--- config.mk ---
export PLATFORM = sky130hd
export DESIGN_NAME = topw_stream_sort
export DESIGN_NICKNAME = d
export VERILOG_FILES = /design/src/rtl/topw_stream_sort.sv
export SDC_FILE = /design/constraint.sdc
export NUM_CORES = 1
export LEC_CHECK = 0
export CAP_MARGIN = 20
export CORE_ASPECT_RATIO = 0.75
export CORE_UTILIZATION = 50
export DETAILED_ROUTE_END_ITERATION = 6
export PLACE_DENSITY = 0.77
export RECOVER_POWER = 25
export SYNTH_ARGS = -nofsm -noshare
export SYNTH_HDL_FRONTEND = slang
export SYNTH_SLANG_ARGS = --single-unit
export TNS_END_PERCENT = 100
--- constraint.sdc ---
create_clock -name clk -period 6.6 [get_ports clk]
set_input_delay 0.66 -clock clk [delete_from_list [all_inputs] [get_ports clk]]
set_output_delay 0.66 -clock clk [all_outputs]
set_load 0.02 [all_outputs]
--- src/rtl/topw_stream_sort.sv ---
// rtl/topw_stream_sort.sv - streaming top-W selector with per-frame sorted result list
//
// Ports:
//   clk, rst_n      clock, asynchronous active-low reset
//   i_valid/i_ready input beat handshake; i_data element, i_last marks frame end
//   o_valid/o_ready result handshake; held stable until taken
//   o_data          W slots of N bits, slot s at [s*N +: N], slot 0 is best rank
//   o_idx           W slots of IDXW bits, in-frame beat index of each slot
//   o_count         number of filled slots
//   o_overflow      frame was longer than 2^IDXW beats
module topw_stream_sort #(
    parameter int N        = 16,
    parameter int W        = 4,
    parameter int IDXW     = 8,
    parameter int MODE_MIN = 0
) (
    input  logic                   clk,
    input  logic                   rst_n,
    input  logic                   i_valid,
    output logic                   i_ready,
    input  logic [N-1:0]           i_data,
    input  logic                   i_last,
    output logic                   o_valid,
    input  logic                   o_ready,
    output logic [W*N-1:0]         o_data,
    output logic [W*IDXW-1:0]      o_idx,
    output logic [$clog2(W+1)-1:0] o_count,
    output logic                   o_overflow
);

    localparam int CW = $clog2(W + 1);
    localparam logic [IDXW-1:0] IDX_MAX = '1;

    typedef enum logic {
        ST_ACC,
        ST_OUT
    } state_t;

    state_t state_q, state_d;

    logic [N-1:0]    val_q [W];
    logic [IDXW-1:0] idx_q [W];
    logic [W-1:0]    fill_q;
    logic [IDXW-1:0] cnt_q;
    logic            cnt_full_q;  // the last index value has been handed out
    logic            ovf_q;
    logic            ready_q;

    logic [N-1:0]    val_d [W];
    logic [IDXW-1:0] idx_d [W];
    logic [W-1:0]    fill_d;
    logic [W-1:0]    better;
    logic [CW-1:0]   rank;
    logic [CW-1:0]   fill_cnt;

    logic accept;
    logic take;

    // ready is registered so it stays low through reset and rises on the
    // first clock after release.
    assign accept  = i_valid && ready_q;
    assign take    = (state_q == ST_OUT) && o_ready;
    assign i_ready = ready_q;
    assign o_valid = (state_q == ST_OUT);

    always_ff @(posedge clk or negedge rst_n) begin
        if (!rst_n) begin
            state_q <= ST_ACC;
        end else begin
            state_q <= state_d;
        end
    end

    always_comb begin
        state_d = state_q;
        case (state_q)
            ST_ACC:  if (accept && i_last) state_d = ST_OUT;
            ST_OUT:  if (o_ready) state_d = ST_ACC;
            default: state_d = ST_ACC;
        endcase
    end

    // An existing entry that ties with the new element counts as better, so
    // earlier arrivals keep the higher rank. The filled slots are a sorted
    // prefix, so the count of better slots is the insertion position.
    always_comb begin
        better = '0;
        rank   = '0;
        for (int s = 0; s < W; s++) begin
            if (MODE_MIN != 0) begin
                better[s] = fill_q[s] && (val_q[s] <= i_data);
            end else begin
                better[s] = fill_q[s] && (val_q[s] >= i_data);
            end
            if (better[s]) rank = rank + CW'(1);
        end
    end

    // Slots above the rank keep their entry, the rank slot takes the new
    // element, slots below shift down one; a rank of W or more matches no slot.
    always_comb begin
        fill_d = fill_q;
        for (int s = 0; s < W; s++) begin
            val_d[s] = val_q[s];
            idx_d[s] = idx_q[s];
        end
        for (int s = 0; s < W; s++) begin
            if (CW'(s) == rank) begin
                val_d[s]  = i_data;
                idx_d[s]  = cnt_q;
                fill_d[s] = 1'b1;
            end else if (CW'(s) > rank) begin
                val_d[s]  = val_q[(s > 0) ? s - 1 : 0];
                idx_d[s]  = idx_q[(s > 0) ? s - 1 : 0];
                fill_d[s] = fill_q[(s > 0) ? s - 1 : 0];
            end
        end
    end

    always_ff @(posedge clk or negedge rst_n) begin
        if (!rst_n) begin
            ready_q    <= 1'b0;
            fill_q     <= '0;
            cnt_q      <= '0;
            cnt_full_q <= 1'b0;
            ovf_q      <= 1'b0;
            for (int s = 0; s < W; s++) begin
                val_q[s] <= '0;
                idx_q[s] <= '0;
            end
        end else begin
            ready_q <= (state_d == ST_ACC);
            if (take) begin
                fill_q     <= '0;
                cnt_q      <= '0;
                cnt_full_q <= 1'b0;
                ovf_q      <= 1'b0;
                for (int s = 0; s < W; s++) begin
                    val_q[s] <= '0;
                    idx_q[s] <= '0;
                end
            end else if (accept) begin
                fill_q <= fill_d;
                for (int s = 0; s < W; s++) begin
                    val_q[s] <= val_d[s];
                    idx_q[s] <= idx_d[s];
                end
                // The counter holds at its maximum; only a beat arriving after
                // the maximum index was already used means the frame overran.
                if (cnt_full_q) begin
                    ovf_q <= 1'b1;
                end else if (cnt_q == IDX_MAX) begin
                    cnt_full_q <= 1'b1;
                end else begin
                    cnt_q <= cnt_q + IDXW'(1);
                end
            end
        end
    end

    always_comb begin
        fill_cnt = '0;
        for (int s = 0; s < W; s++) begin
            if (fill_q[s]) fill_cnt = fill_cnt + CW'(1);
        end
    end

    always_comb begin
        o_data = '0;
        o_idx  = '0;
        for (int s = 0; s < W; s++) begin
            if (o_valid && fill_q[s]) begin
                o_data[s*N +: N]       = val_q[s];
                o_idx[s*IDXW +: IDXW]  = idx_q[s];
            end
        end
    end

    assign o_count    = o_valid ? fill_cnt : '0;
    assign o_overflow = o_valid && ovf_q;

endmodule
==> results.txt <==
Status -> finished, violations left
Failing checks -> capacitance limit, slew limit
Worst-Margin Slew -> 2.951 ns
Area delta synth->final -> 23.77%
Sequential power share -> 0.337
Max_cap viols -> 3
Switching power -> 1.559 mW
Crit Path Max Fanout -> 28
Mapped cell area -> 0.007448 mm2
LEAKAGE -> 4.684 nW
CTS max path bufs -> 2
HP Class -> reg -> reg
Clock Power Share -> 0.166
Met1 Use GR -> 0.4549
Clock Skew -> 0.008898 ns
R2R setup slack -> 1.13 ns
Htree depth -> 3
EDFF count, synth -> 0
Fin. max-slew vios -> 152
Site row count -> 38
Met3 Use GR -> 0.07073
Grt peak-use layer -> met2
Worst R2R Path Depth -> 22
I/O Buffers -> 122
First-pass GRT wire length -> 38520 um
Largest net degree at the start of global routing -> 104
Post-Synthesis Cells -> 786
Slew Limit Headroom -> -0.9677
Tcrit/Tclk final -> 0.8948
Combinational power share -> 0.497
CTS buffer count -> 9
Ports -> 123
Pre-antenna DRT Iters -> 5
Layout Nets -> 981
Distinct cells, synth -> 49
PwrDens -> 369.4 mW/mm2
Post-CTS resize count -> 0
Vias/cell -> 6.499
Root Driver -> clkbuf_16
Synth Area in Adders -> 0.1226
Routed Antenna Nets -> 0
Max frequency -> 0.1693 GHz
Hpwl dp -> 16840 um
Via Count -> 7097
Layout fillers -> 1175
Net switching fraction of the power -> 0.4579
Startpoint types -> input pin
Skew-Pair Late Insertion Delay -> 0.35 ns
Compound-cell area share of the yosys netlist -> 0.2406
Final Hold Violating Endpoints -> 0
Clk slew on worst S/H paths -> 0.08 ns
Yosys warnings -> 0
Die height -> 107.7 um
Peak supply drop -> 0.1807 mV
Initial DRC Count -> 751
Syn avg cell area -> 9.476 um2
Post-Synth XOR/XNOR Area -> 0.01764
Core Footprint -> 0.01450 mm2
Count of state elements after synthesis -> 112
CP Class -> in -> reg
CP required -> 6.89 ns
Crit. Startpoint -> i_data[1]
Initial Util -> 0.5136
Die Footprint -> 0.01539 mm2
Top_reg_cell synth -> dfrtp_1
Congestion Overflow GR -> 0
Post-Place Worst Slack -> 0.4182 ns
Gr usage total -> 0.3296
Post CTS Setup Buffer Count -> 0
Final min period -> 5.906 ns
Met2 Usage GRT -> 0.5125
Worst EP arrival -> 6.20 ns
Simple-gate share of the synthesized area -> 0.1542
Setup repair after global routing missed its margin -> false
Largest family of logic cells by synthesized area -> compound AO/OA/AOI/OAI gates
Worst r2r src -> val_q[48]$_DFFE_PN0P_
Hold_sp -> ovf_q$_DFFE_PN0P_
WHS Endpoint -> ovf_q$_DFFE_PN0P_
CTS tree -> built
Hold_buf cts -> 0
WL per Instance -> 22.34 um
Worst reg2reg path endpoint -> val_q[46]$_DFFE_PN0P_
FFs w/ async S/R, synth -> 1.000
CP endpoint kind -> register
Syn_nets -> 880
Post-synthesis mux area share -> 0.03914
Setup violators final -> 0
Placer congestion estimate -> 0.9185
Final WL -> 24400 um
Sequential area share after synthesis -> 0.3763
Vias in the first global route -> 7077
Die W -> 142.9 um
Fraction of layout cells with a size suffix above 1 -> 0.06614
TritonCTS sink count -> 112
Hold Path Stages -> 2
Cell Int Power -> 1.846 mW
TNS Setup -> 0 ns
Antenna Diode Count -> 0
Initial antenna violation count -> 0
DRC Markers -> 0
Final worst slack -> 0.6943 ns
[synthesized netlist by cell type (all sizes together) (7+ instances only)]
master  number  area, um2
dfrtp      112       2803
o22ai        7      43.79
a21oi       26      130.1
nand3       31      155.2
nor2        25      93.84
a32oi       25      226.5
buf         12      68.81
nand2       31      116.4
and2         7      43.79
ha          73      913.4
clkbuf      52      195.2
inv         28      105.1
xnor2        7      61.31
a22o        41      359.1
xor2         8      70.07
o31ai       27      202.7
a21o        30      225.2
mux2i       28      280.3
and3        99      619.3
o21ai       69      345.3
[worst max-delay path, stage by stage]
cell	delay [ns]
clkdlybuf4s50_1	0.58
inv_1	0.14
ha_1	0.32
a21o_1	0.17
a21o_1	0.17
a21oi_1	0.13
nor2b_1	0.06
o21ai_0	0.20
a21oi_1	0.10
o31a_1	0.26
o21a_1	0.21
ha_1	0.43
inv_1	0.18
xnor2_1	0.29
ha_1	0.27
inv_1	0.09
o2111a_1	0.29
or4_4	0.69
a2111oi_4	0.41
buf_4	0.29
a22o_1	0.17
a21o_1	0.08
[per-layer routing]
layer / wire length [um] / part of all wire
met4: 588 / 0.024
met2: 10920 / 0.45
met1: 10320 / 0.42
met3: 2573 / 0.11
met5: 0 / 0
[layout by cell type, fill, tap and decap left out, types with 2 or more instances in the layout]
cell type / count
inv_1: 28
and2_1: 6
nor2b_1: 4
a31oi_1: 2
nor2_1: 25
xor2_1: 8
inv_6: 2
clkinv_2: 2
a211oi_1: 2
nand2b_1: 4
o21ai_0: 67
clkbuf_1: 2
mux2i_1: 28
a21o_1: 30
dfrtp_1: 111
a32oi_1: 24
xnor2_1: 7
o211ai_1: 4
o2111a_1: 2
clkdlybuf4s50_1: 120
nand2_1: 31
clkbuf_16: 9
and3_1: 99
o31ai_1: 27
nand4_1: 5
nand3_1: 31
ha_1: 73
a21oi_1: 25
a22oi_1: 2
a22o_1: 41
o21ai_2: 2
o22ai_1: 7
a311oi_1: 2
o41ai_1: 2
o21a_1: 4
buf_4: 30
[power groups by stage]
stage	clock (mW)	sequential [mW]	combinational, mW
after floorplan	0	1.06	1.09
after global placement	0	1.14	1.58
final	0.565	1.15	1.69
after CTS	0.570	1.14	1.67
after global routing	0.593	1.17	1.85
after detailed placement	0	1.15	1.66
[registers in the layout, indices dropped and copies added, names as in the netlist]
name        flops
val_q          64
idx_q          32
cnt_q           8
fill_q          4
cnt_full_q      1
i_ready         1
o_valid         1
ovf_q           1
[layout make-up]
| type | instances | area (um2) | share of cell area |
|---|---|---|---|
| Clock buffer | 9 | 225.2 | 0.02443 |
| Clock inverter | 7 | 76.32 | 0.008279 |
| Multi-Input combinational cell | 582 | 4309 | 0.4674 |
| Timing Repair Buffer | 154 | 1449 | 0.1572 |
| Sequential cell | 112 | 2804 | 0.3042 |
| Tap cell | 200 | 250.2 | 0.02714 |
| Inverter | 28 | 105.1 | 0.01140 |
[per-stage QoR]
step	total power [mW]	util	hold WS [ns]	instance area, um2	instances
floorplan	2.146	-	0.3644	7448	786
global placement	2.718	0.6156	0.4784	8927	1076
detailed placement	2.804	0.6156	0.4927	8927	1076
CTS	3.375	0.6364	0.3670	9229	1092
global route	3.616	0.6357	0.5334	9219	1092
finish	3.405	0.6357	0.5014	9219	1092
[cells by family after synthesis]
logic type	Yosys count
compound gates	254
buf+inv	92
xor+xnor	15
mux	29
fa+ha+maj	73
flops	112
simple gates	211
[how the worst max path moves through the flow]
stage                                  endpoint  slack, ns  cells past startpoint
after global placement    val_q[46]$_DFFE_PN0P_       0.65                     22
final                     val_q[46]$_DFFE_PN0P_       0.69                     22
after floorplan           idx_q[20]$_DFFE_PN0P_       1.44                     23
after CTS                 val_q[46]$_DFFE_PN0P_       0.76                     22
after global routing      val_q[45]$_DFFE_PN0P_       0.31                     22
after detailed placement  val_q[39]$_DFFE_PN0P_       0.42                     22
(Power assumes the default switching activity.)
